==> src/rtl/key_debouncer.sv <==
// Pushbutton conditioner: a two-flop synchroniser, then a counter-qualified press/release FSM.
// Produces a clean level, one-cycle press/release strobes and a wrapping press counter.
module key_debouncer #(
   parameter int DEBOUNCE_CYCLES = 500000,
   parameter int CNT_WIDTH       = 19,
   parameter bit KEY_ACTIVE_LOW  = 1'b1
) (
   input  logic       clock_50,
   input  logic       reset_n,
   input  logic       key_raw,
   output logic       key_clock,
   output logic       press_pulse,
   output logic       release_pulse,
   output logic [7:0] press_count,
   output logic [1:0] fsm_state
);

   typedef enum logic [1:0] {
      RELEASED     = 2'd0,
      PRESS_PEND   = 2'd1,
      PRESSED      = 2'd2,
      RELEASE_PEND = 2'd3
   } state_t;

   localparam logic                 KEY_IDLE = KEY_ACTIVE_LOW ? 1'b1 : 1'b0;
   localparam logic [CNT_WIDTH-1:0] CNT_LAST = CNT_WIDTH'(DEBOUNCE_CYCLES - 1);

   state_t               state;
   logic [CNT_WIDTH-1:0] count;
   logic                 sync1;
   logic                 sync2;
   logic                 key_act;

   // Both flops reset to the idle level so reset release never looks like an edge.
   always_ff @(posedge clock_50 or negedge reset_n) begin
      if (!reset_n) begin
         sync1 <= KEY_IDLE;
         sync2 <= KEY_IDLE;
      end else begin
         sync1 <= key_raw;
         sync2 <= sync1;
      end
   end

   assign key_act   = sync2 ^ KEY_IDLE;
   assign fsm_state = state;

   always_ff @(posedge clock_50 or negedge reset_n) begin
      if (!reset_n) begin
         state         <= RELEASED;
         count         <= '0;
         key_clock     <= 1'b0;
         press_pulse   <= 1'b0;
         release_pulse <= 1'b0;
         press_count   <= 8'd0;
      end else begin
         press_pulse   <= 1'b0;
         release_pulse <= 1'b0;
         unique case (state)
            RELEASED: begin
               if (key_act) begin
                  state <= PRESS_PEND;
                  count <= '0;
               end
            end
            PRESS_PEND: begin
               // A reversal drops straight back to the stable state; no partial credit kept.
               if (!key_act) begin
                  state <= RELEASED;
               end else if (count == CNT_LAST) begin
                  state       <= PRESSED;
                  key_clock   <= 1'b1;
                  press_pulse <= 1'b1;
                  press_count <= press_count + 8'd1;
               end else begin
                  count <= count + 1'b1;
               end
            end
            PRESSED: begin
               if (!key_act) begin
                  state <= RELEASE_PEND;
                  count <= '0;
               end
            end
            RELEASE_PEND: begin
               if (key_act) begin
                  state <= PRESSED;
               end else if (count == CNT_LAST) begin
                  state         <= RELEASED;
                  key_clock     <= 1'b0;
                  release_pulse <= 1'b1;
               end else begin
                  count <= count + 1'b1;
               end
            end
            default: state <= RELEASED;
         endcase
      end
   end

endmodule

==> config.mk <==
export PLATFORM = sky130hd
export DESIGN_NAME = key_debouncer
export DESIGN_NICKNAME = d
export VERILOG_FILES = /design/src/rtl/key_debouncer.sv
export SDC_FILE = /design/constraint.sdc
export NUM_CORES = 1
export LEC_CHECK = 0
export CORE_MARGIN = 2
export CORE_UTILIZATION = 45
export DETAILED_ROUTE_END_ITERATION = 6
export GPL_ROUTABILITY_DRIVEN = 0
export PLACE_DENSITY = 0.63
export SLEW_MARGIN = 20
export SYNTH_ARGS = -nofsm -noshare
export SYNTH_HDL_FRONTEND = slang
export SYNTH_SLANG_ARGS = --single-unit
==> constraint.sdc <==
create_clock -name clock_50 -period 2.8 [get_ports clock_50]
set_input_delay 0.7 -clock clock_50 [delete_from_list [all_inputs] [get_ports clock_50]]
set_output_delay 0.7 -clock clock_50 [all_outputs]
set_load 0.05 [all_outputs]
=== Word-level counts from Yosys, hierarchy flattened ===
Index checks and enable logic that the tools add are counted.

* Register bits after elaboration: 34
* Input port bits: 3
* Output and inout port bits: 13

* $add $sub $neg: 2
* Eq/ne operators: 12
* Muxes and demuxes: 23
* Bitwise logic cells: 1
* Reductions and logical operators: 6

{| class="wikitable"
|+ Operator list
! cell !! count
|-
| $mux W19 || 5
|-
| $pmux W19 S4 || 1
|-
| $add A19 B1 Y19 const B || 1
|-
| $eq A19 B19 Y1 const B || 1
|-
| $mux W2 || 6
|-
| $ne A2 B2 Y1 const B || 6
|-
| $mux W1 || 9
|-
| $add A8 B1 Y8 const B || 1
|-
| $pmux W2 S4 || 1
|-
| $reduce_and A4 Y1 || 2
|-
| $ne A3 B3 Y1 const B || 2
|-
| $reduce_and A5 Y1 || 1
|-
| $eq A2 B2 Y1 const B || 2
|-
| $reduce_and A3 Y1 || 1
|-
| $eq A2 B1 Y1 const B || 1
|-
| $logic_not A2 Y1 || 1
|-
| $pmux W1 S2 || 1
|-
| $reduce_bool A2 Y1 || 1
|-
| $not A1 Y1 || 1
|}

=== Logic depth before layout (Yosys ltp) ===
Gate-level depths: netlist of the first run.

* Depth in word-level cells: 4
* Depth in mapped cells: 7

=== Worst setup path before layout of the first run ===
OpenSTA, ideal clock, no wires.

* Path type: reg2reg
* From: register count[11]
* To: register press_count[1]
* Arrival: 2.173 ns
* Required time: 2.675 ns
* Slack: 0.502 ns
* Cell stages (with the launch flop): 6
* Path buffers: 1
* Clock period less this slack: 2.298 ns
* Cell sequence: dfrtp_1 > or4_4 > or4_4 > buf_6 > nor4_4 > mux2_4

* Cells in the longest elaborated chain, start to end: 2

{| class="wikitable"
|+ Ends and longest elaborated chain
! element !! RTL line !! source
|-
| from (decl) || 29 || <nowiki>logic [CNT_WIDTH-1:0] count;</nowiki>
|-
| from (signal assigned) || 76 || <nowiki>count <= count + 1'b1;</nowiki>
|-
| from (signal assigned) || 93 || <nowiki>count <= count + 1'b1;</nowiki>
|-
| $eq A19 B19 Y1 || 70 || <nowiki>end else if (count == CNT_LAST) begin</nowiki>
|-
| $reduce_and A3 Y1 (no source line) || n/a ||
|-
| to (signal assigned) || 74 || <nowiki>press_count <= press_count + 8'd1;</nowiki>
|-
| to (decl) || 14 || <nowiki>output logic [7:0] press_count,</nowiki>
|}

Every way passes these cells.
A chain may end at the register's enable or synchronous reset.

==> results of run 1 <==
through the flow:
step           worst slack, ns  hold slack, ns  utilization (%)  area, µm²
2_1_floorplan            0.502           0.345                -       1900
6_report                 0.325           0.357             54.7       2200
3_3_place_gp             0.490           0.345             52.4       2110
5_1_grt                  0.271           0.363             54.7       2200
3_5_place_dp             0.451           0.349             52.4       2110
4_1_cts                  0.313           0.359             54.7       2200
cell families (layout without fill, tap and decap cells):
logic type / Yosys count / count (layout) / synth area share [%]
multiplexers: 8 / 8 / 4.73
flip-flops: 34 / 34 / 44.8
adder cells (fa/ha/maj): 2 / 2 / 1.31
buffers and inverters: 19 / 38 / 4.60
XOR/XNOR: 9 / 9 / 4.14
AO/OA/AOI/OAI: 35 / 35 / 14.2
AND/OR/NAND/NOR: 85 / 85 / 26.2
final cells by class:
class,count,area [µm²],area share (%)
flip-flops and latches,34,853,38.8
multi-input cells,139,962,43.7
inverters,8,30.0,1.36
clock inverters,1,5.00,0.227
repair buffers,22,203,9.20
clock buffers,7,86.3,3.92
well taps,50,62.6,2.84
registers in the layout, indices dropped and copies added, names as in the netlist, named ones only:
| signal | cells |
|---|---|
| count | 19 |
| press_count | 8 |
| fsm_state | 1 |
| key_clock | 1 |
| press_pulse | 1 |
| release_pulse | 1 |
| sync1 | 1 |
| sync2 | 1 |
cells in the mapped netlist, types with 7 or more instances:
cell type  count  share of area [%]
clkbuf_1       7                1.4
xor2_1         7                3.2
nand4_1        8                2.6
nand2_1       18                3.6
dfrtp_1       32                 42
inv_1          7                1.4
nor3_1        11                2.9
nand3_1        9                2.4
a31oi_1        7                2.3
nor2_1         9                1.8
report_power, final:
part | total (mW) | internal, mW | switching [mW] | leakage (nW)
Clock | 0.373 | 0.198 | 0.175 | 0.0482
Sequential | 0.543 | 0.511 | 0.0326 | 0.463
Combinational | 0.0822 | 0.0342 | 0.0480 | 0.454
layout by cell type, fill, tap and decap left out, types with 2 or more instances in the layout:
cell / instances
a211o_1: 3
a21o_1: 2
a22o_1: 2
a31oi_1: 7
and2_1: 2
and3_1: 5
and4_1: 4
buf_4: 7
clkbuf_8: 6
clkdlybuf4s50_1: 15
dfrtp_1: 32
dfstp_2: 2
ha_1: 2
inv_1: 7
mux2_4: 2
mux2i_1: 6
nand2_1: 18
nand3_1: 9
nand4_1: 8
nor2_1: 9
nor3_1: 11
nor4_1: 6
nor4_2: 2
o21ai_0: 6
o2bb2ai_1: 2
o41ai_1: 3
or3_1: 2
or4_4: 2
xnor2_1: 2
xor2_1: 7
routing by layer:
| layer | share of wire, % | vias up | track usage [%] |
|---|---|---|---|
| li1 | - | 762 | - |
| met1 | 45 | 772 | 23.5 |
| met2 | 49 | 48 | 33.3 |
| met3 | 4.4 | 7 | 4.68 |
| met4 | 1.8 | 0 | 7.19 |
| met5 | 0 | - | 0 |
final timing paths:
check | start | end | cells after the start
hold reg to reg | sync1 | sync2 | 0
hold / removal | sync1 | sync2 | 0
max in group asynchronous | reset_n | sync1 | 2
setup reg to reg | count[11] | press_count[1] | 4
min in group asynchronous | reset_n | press_count[4] | 2
setup / recovery | flop | fsm_state[1] | 1
==> results.json, run 1 <==
{
  "crit_buf_inv": 1,
  "final_cells": 261,
  "slowest_delay_ns": 0.89,
  "avgSynthCellArea_um2": 9.91,
  "period_needed_ns": 2.48,
  "fillers": 367,
  "status": "complete, no violations",
  "die_width_um": 69.0,
  "root_buffer": "clkbuf_8",
  "via_per_inst": 6.09,
  "hpwl_um": 3010,
  "clk_pin_slew_ns": 0.06,
  "core_um2": 4030,
  "dp.cells": 253,
  "ff2ff_setup_slack_ns": 0.44,
  "clock_latency_ns": 0.28,
  "min_path_type": "reg2reg",
  "startpoint_type": "flop",
  "power_leakage_nw": 0.965,
  "drive_above_1_share_pct": 13.7,
  "grt_use_total_pct": 19.4,
  "grt_overflow": 0,
  "rsz0062_at_grt": "false",
  "slew_violations": 0,
  "dr.pass1.iters": 4,
  "p_per_area_nw_per_um2": 454,
  "cts_tree": "yes",
  "synth_nets": 197,
  "tightest_slew_ns": 0.521,
  "finalHoldViolations": 0,
  "rows": 23,
  "die_h_um": 69.0,
  "antenna_found_initial": 0,
  "crit_chain": "clkdlybuf4s50_1",
  "post_cts_buffers": 0,
  "cts_inserted_buffers": 5,
  "power.total_uw": 999,
  "setup_viol_count_final": 0,
  "cp_top_family": "buffers and inverters",
  "fin_nets": 215,
  "synth_top_flop_cell": "dfrtp_1",
  "finClkSkew_ns": 0.00522,
  "yosys_warnings": 0,
  "peakVddDrop_v": 0.000244,
  "tns_ns": 0,
  "grt_pass1_wl_um": 7470,
  "drc": 0,
  "holdBufCountCts": 0,
  "ios": 16,
  "htree_levels": 2,
  "critPathRequiredTime_ns": 2.10,
  "final_antenna_net_count": 0,
  "fmax_mhz": 404,
  "clkSinkCount": 34,
  "critical_path_arrival_ns": 1.78,
  "clock_path_buffers": 2,
  "ys_types": 49,
  "numPortBuffers": 15,
  "async_flop_share_pct": 100,
  "start_util_pct": 47.2,
  "n_antenna_cell": 0,
  "drt_iter0_drc": 47,
  "via_count": 1589,
  "min_period_over_period_pct": 88.4,
  "avgRoutedWirePerCell_um": 16.8,
  "syn_inst": 192,
  "relSlewSlack_pct": 65.1,
  "cp_max_fo": 10,
  "grt_max_degree": 35,
  "worstSetupPathType": "reg2out",
  "cts.repair.resized": 0,
  "synth-edff-count": 0,
  "die_area_um2": 4770,
  "drv_cap": 0,
  "slowest_stage": "clkdlybuf4s50_1",
  "syn_area_um2": 1900,
  "grt_pass1_vias": 1590,
  "end_kind": "primary output",
  "area_growth_pct": 15.7,
  "postRouteWirelength_um": 4380,
  "synth.ff_latch_count": 34,
  "ys_seq_area_share_pct": 44.8
}
(Power assumes the default switching activity.)
==> run 2, diff against run 1 <==
--- a/config.mk
+++ b/config.mk
@@ -5,11 +5,12 @@
 export SDC_FILE = /design/constraint.sdc
 export NUM_CORES = 1
 export LEC_CHECK = 0
+export ABC_AREA = 1
 export CORE_MARGIN = 2
 export CORE_UTILIZATION = 45
 export DETAILED_ROUTE_END_ITERATION = 6
 export GPL_ROUTABILITY_DRIVEN = 0
-export PLACE_DENSITY = 0.63
+export PLACE_DENSITY = 0.62
 export SLEW_MARGIN = 20
 export SYNTH_ARGS = -nofsm -noshare
 export SYNTH_HDL_FRONTEND = slang
==> constraint.sdc (replaced) <==
create_clock -name clock_50 -period 2.4 [get_ports clock_50]
set_input_delay 0.6 -clock clock_50 [delete_from_list [all_inputs] [get_ports clock_50]]
set_output_delay 0.6 -clock clock_50 [all_outputs]
set_load 0.05 [all_outputs]
==> results.json, run 2 <==
{
  "drc": 0,
  "grt_pass1_vias": 1730,
  "largest-register": "count",
  "critical_path_arrival_ns": 1.56,
  "fin_nets": 312,
  "cts.repair.resized": 0,
  "dp_slack_ns": 0.538,
  "cts_tree": "yes",
  "syn_area_um2": 2060,
  "via_count": 1778,
  "final_util_pct": 54.5,
  "top_regs": "count: 19 flops, press_count: 8 flops",
  "hpwl_um": 3190,
  "power_leakage_nw": 1.07,
  "yosysMostFrequentCell": "nand2_1",
  "finalHoldViolations": 0,
  "tns_ns": 0,
  "holdBufCountCts": 0,
  "status": "complete, no violations",
  "clk_pin_slew_ns": 0.07,
  "clkSinkCount": 34,
  "htree_levels": 2,
  "power.total_mw": 1.31,
  "final_cells": 360,
  "grt_overflow": 0,
  "crit_chain": "clkdlybuf4s50_1",
  "drive_above_1_share_pct": 10.1,
  "synth.area.top_cells": "dfrtp_1 (39%), nand2_1 (18%), nor2_1 (7.3%), inv_1 (6.4%), xor2_1 (4.2%)",
  "peakVddDrop_v": 0.000297,
  "area_growth_pct": 15.8,
  "slowest_delay_ns": 0.84,
  "p_per_area_nw_per_um2": 547,
  "grt_use_total_pct": 19.8,
  "finClkSkew_ns": 0.0102,
  "drv_cap": 0,
  "clock_latency_ns": 0.29,
  "min_period_over_period_pct": 90.1,
  "avgRoutedWirePerCell_um": 12.2,
  "final_common_cell": "nand2_1",
  "multi_input_area_um2": 1040,
  "synth_nets": 295,
  "place_area_um2": 2250,
  "dp.cells": 352,
  "layout_setup_ws_ns": 0.236,
  "cp_max_fo": 6,
  "grt_max_degree": 35,
  "seq_area_um2": 853,
  "start_util_pct": 47.1,
  "rsz0062_at_grt": "false",
  "ys_types": 27,
  "relSlewSlack_pct": 66.0,
  "avgSynthCellArea_um2": 7.12,
  "root_buffer": "clkbuf_8",
  "critPathRequiredTime_ns": 1.80,
  "cts_inserted_buffers": 5,
  "numPortBuffers": 15,
  "clock_path_buffers": 2,
  "antenna_found_initial": 0,
  "postRouteWirelength_um": 4410,
  "synth_top_flop_cell": "dfrtp_1",
  "stdcell_area_um2": 2390,
  "slew_violations": 0,
  "yosys_warnings": 0,
  "grt_pass1_wl_um": 7930,
  "post_cts_buffers": 0,
  "syn_inst": 290,
  "tightest_slew_ns": 0.508,
  "finalHoldWorstSlack_ns": 0.358,
  "crit_buf_inv": 1,
  "slowest_stage": "clkdlybuf4s50_1",
  "layout_common_cells": "nand2_1 (98), nor2_1 (40), inv_1 (35), dfrtp_1 (32)",
  "drt_iter0_drc": 109,
  "rows": 24,
  "synth-edff-count": 0,
  "core_um2": 4380,
  "worstSetupPathType": "reg2out",
  "async_flop_share_pct": 100,
  "startpoint_type": "flop",
  "via_per_inst": 4.94,
  "n_antenna_cell": 0,
  "final_antenna_net_count": 0,
  "yosys.area.top_type": "dfrtp_1",
  "period_needed_ns": 2.16,
  "die_width_um": 71.7,
  "synthTopCellsByCount": "nand2_1 (98), nor2_1 (40), inv_1 (35)",
  "fillers": 414,
  "die_h_um": 71.7,
  "die_area_um2": 5150,
  "synth_top_area_share_pct": 38.8,
  "largest_reg_flops": 19,
  "dr.pass1.iters": 4,
  "end_kind": "primary output",
  "ios": 16,
  "synth.ff_latch_count": 34,
  "ys_seq_area_share_pct": 41.3,
  "min_path_type": "reg2reg",
  "cp_top_family": "buffers and inverters",
  "fmax_mhz": 462,
  "setup_viol_count_final": 0
}
[run 2: cell families after synthesis]
group | count (synthesis) | synth area share (%)
xor+xnor | 12 | 5.09
simple gates | 173 | 35.3
compound gates | 27 | 8.67
fa+ha+maj | 2 | 1.21
flops | 34 | 41.3
buf+inv | 42 | 8.42
[run 2: per-layer routing]
| metal | vias up | GRT usage (%) | routed length, µm |
|---|---|---|---|
| met4 | 0 | 8.39 | 64 |
| met2 | 30 | 30.1 | 1980 |
| li1 | 930 | - | - |
| met3 | 6 | 4.36 | 183 |
| met5 | - | 0 | 0 |
| met1 | 812 | 27.2 | 2180 |
[run 2: cell type report]
cell class,instances,share of cell area [%]
Multi-Input combinational cell,214,43.4
Sequential cell,34,35.7
Timing Repair Buffer,16,6.59
Inverter,36,5.65
Clock buffer,6,3.45
Tap cell,52,2.72
Clock inverter,2,2.51
[run 2: worst paths after layout]
path                              start      endpoint  slack [ns]  cells after the start
max reg2reg                    count[0]     count[18]        0.65                      8
min in group asynchronous       reset_n      count[7]        0.71                      2
max in group asynchronous       reset_n         sync2        1.35                      2
max                        fsm_state[0]  fsm_state[0]        0.24                      1
min                               sync1         sync2        0.36                      0
min reg2reg                       sync1         sync2        0.36                      0
[run 2: report_power, final]
part	internal (mW)	switching (mW)	leakage, nW
registers	0.583	0.00892	0.464
clock network	0.443	0.220	0.0714
logic	0.0156	0.0382	0.536
==> run 3, diff against run 2 <==
--- a/config.mk
+++ b/config.mk
@@ -11,7 +11,6 @@
 export DETAILED_ROUTE_END_ITERATION = 6
 export GPL_ROUTABILITY_DRIVEN = 0
 export PLACE_DENSITY = 0.62
-export SLEW_MARGIN = 20
 export SYNTH_ARGS = -nofsm -noshare
 export SYNTH_HDL_FRONTEND = slang
 export SYNTH_SLANG_ARGS = --single-unit
==> results of run 3 <==
No change in the layout: final DEF, timing and power equal those of run 2.
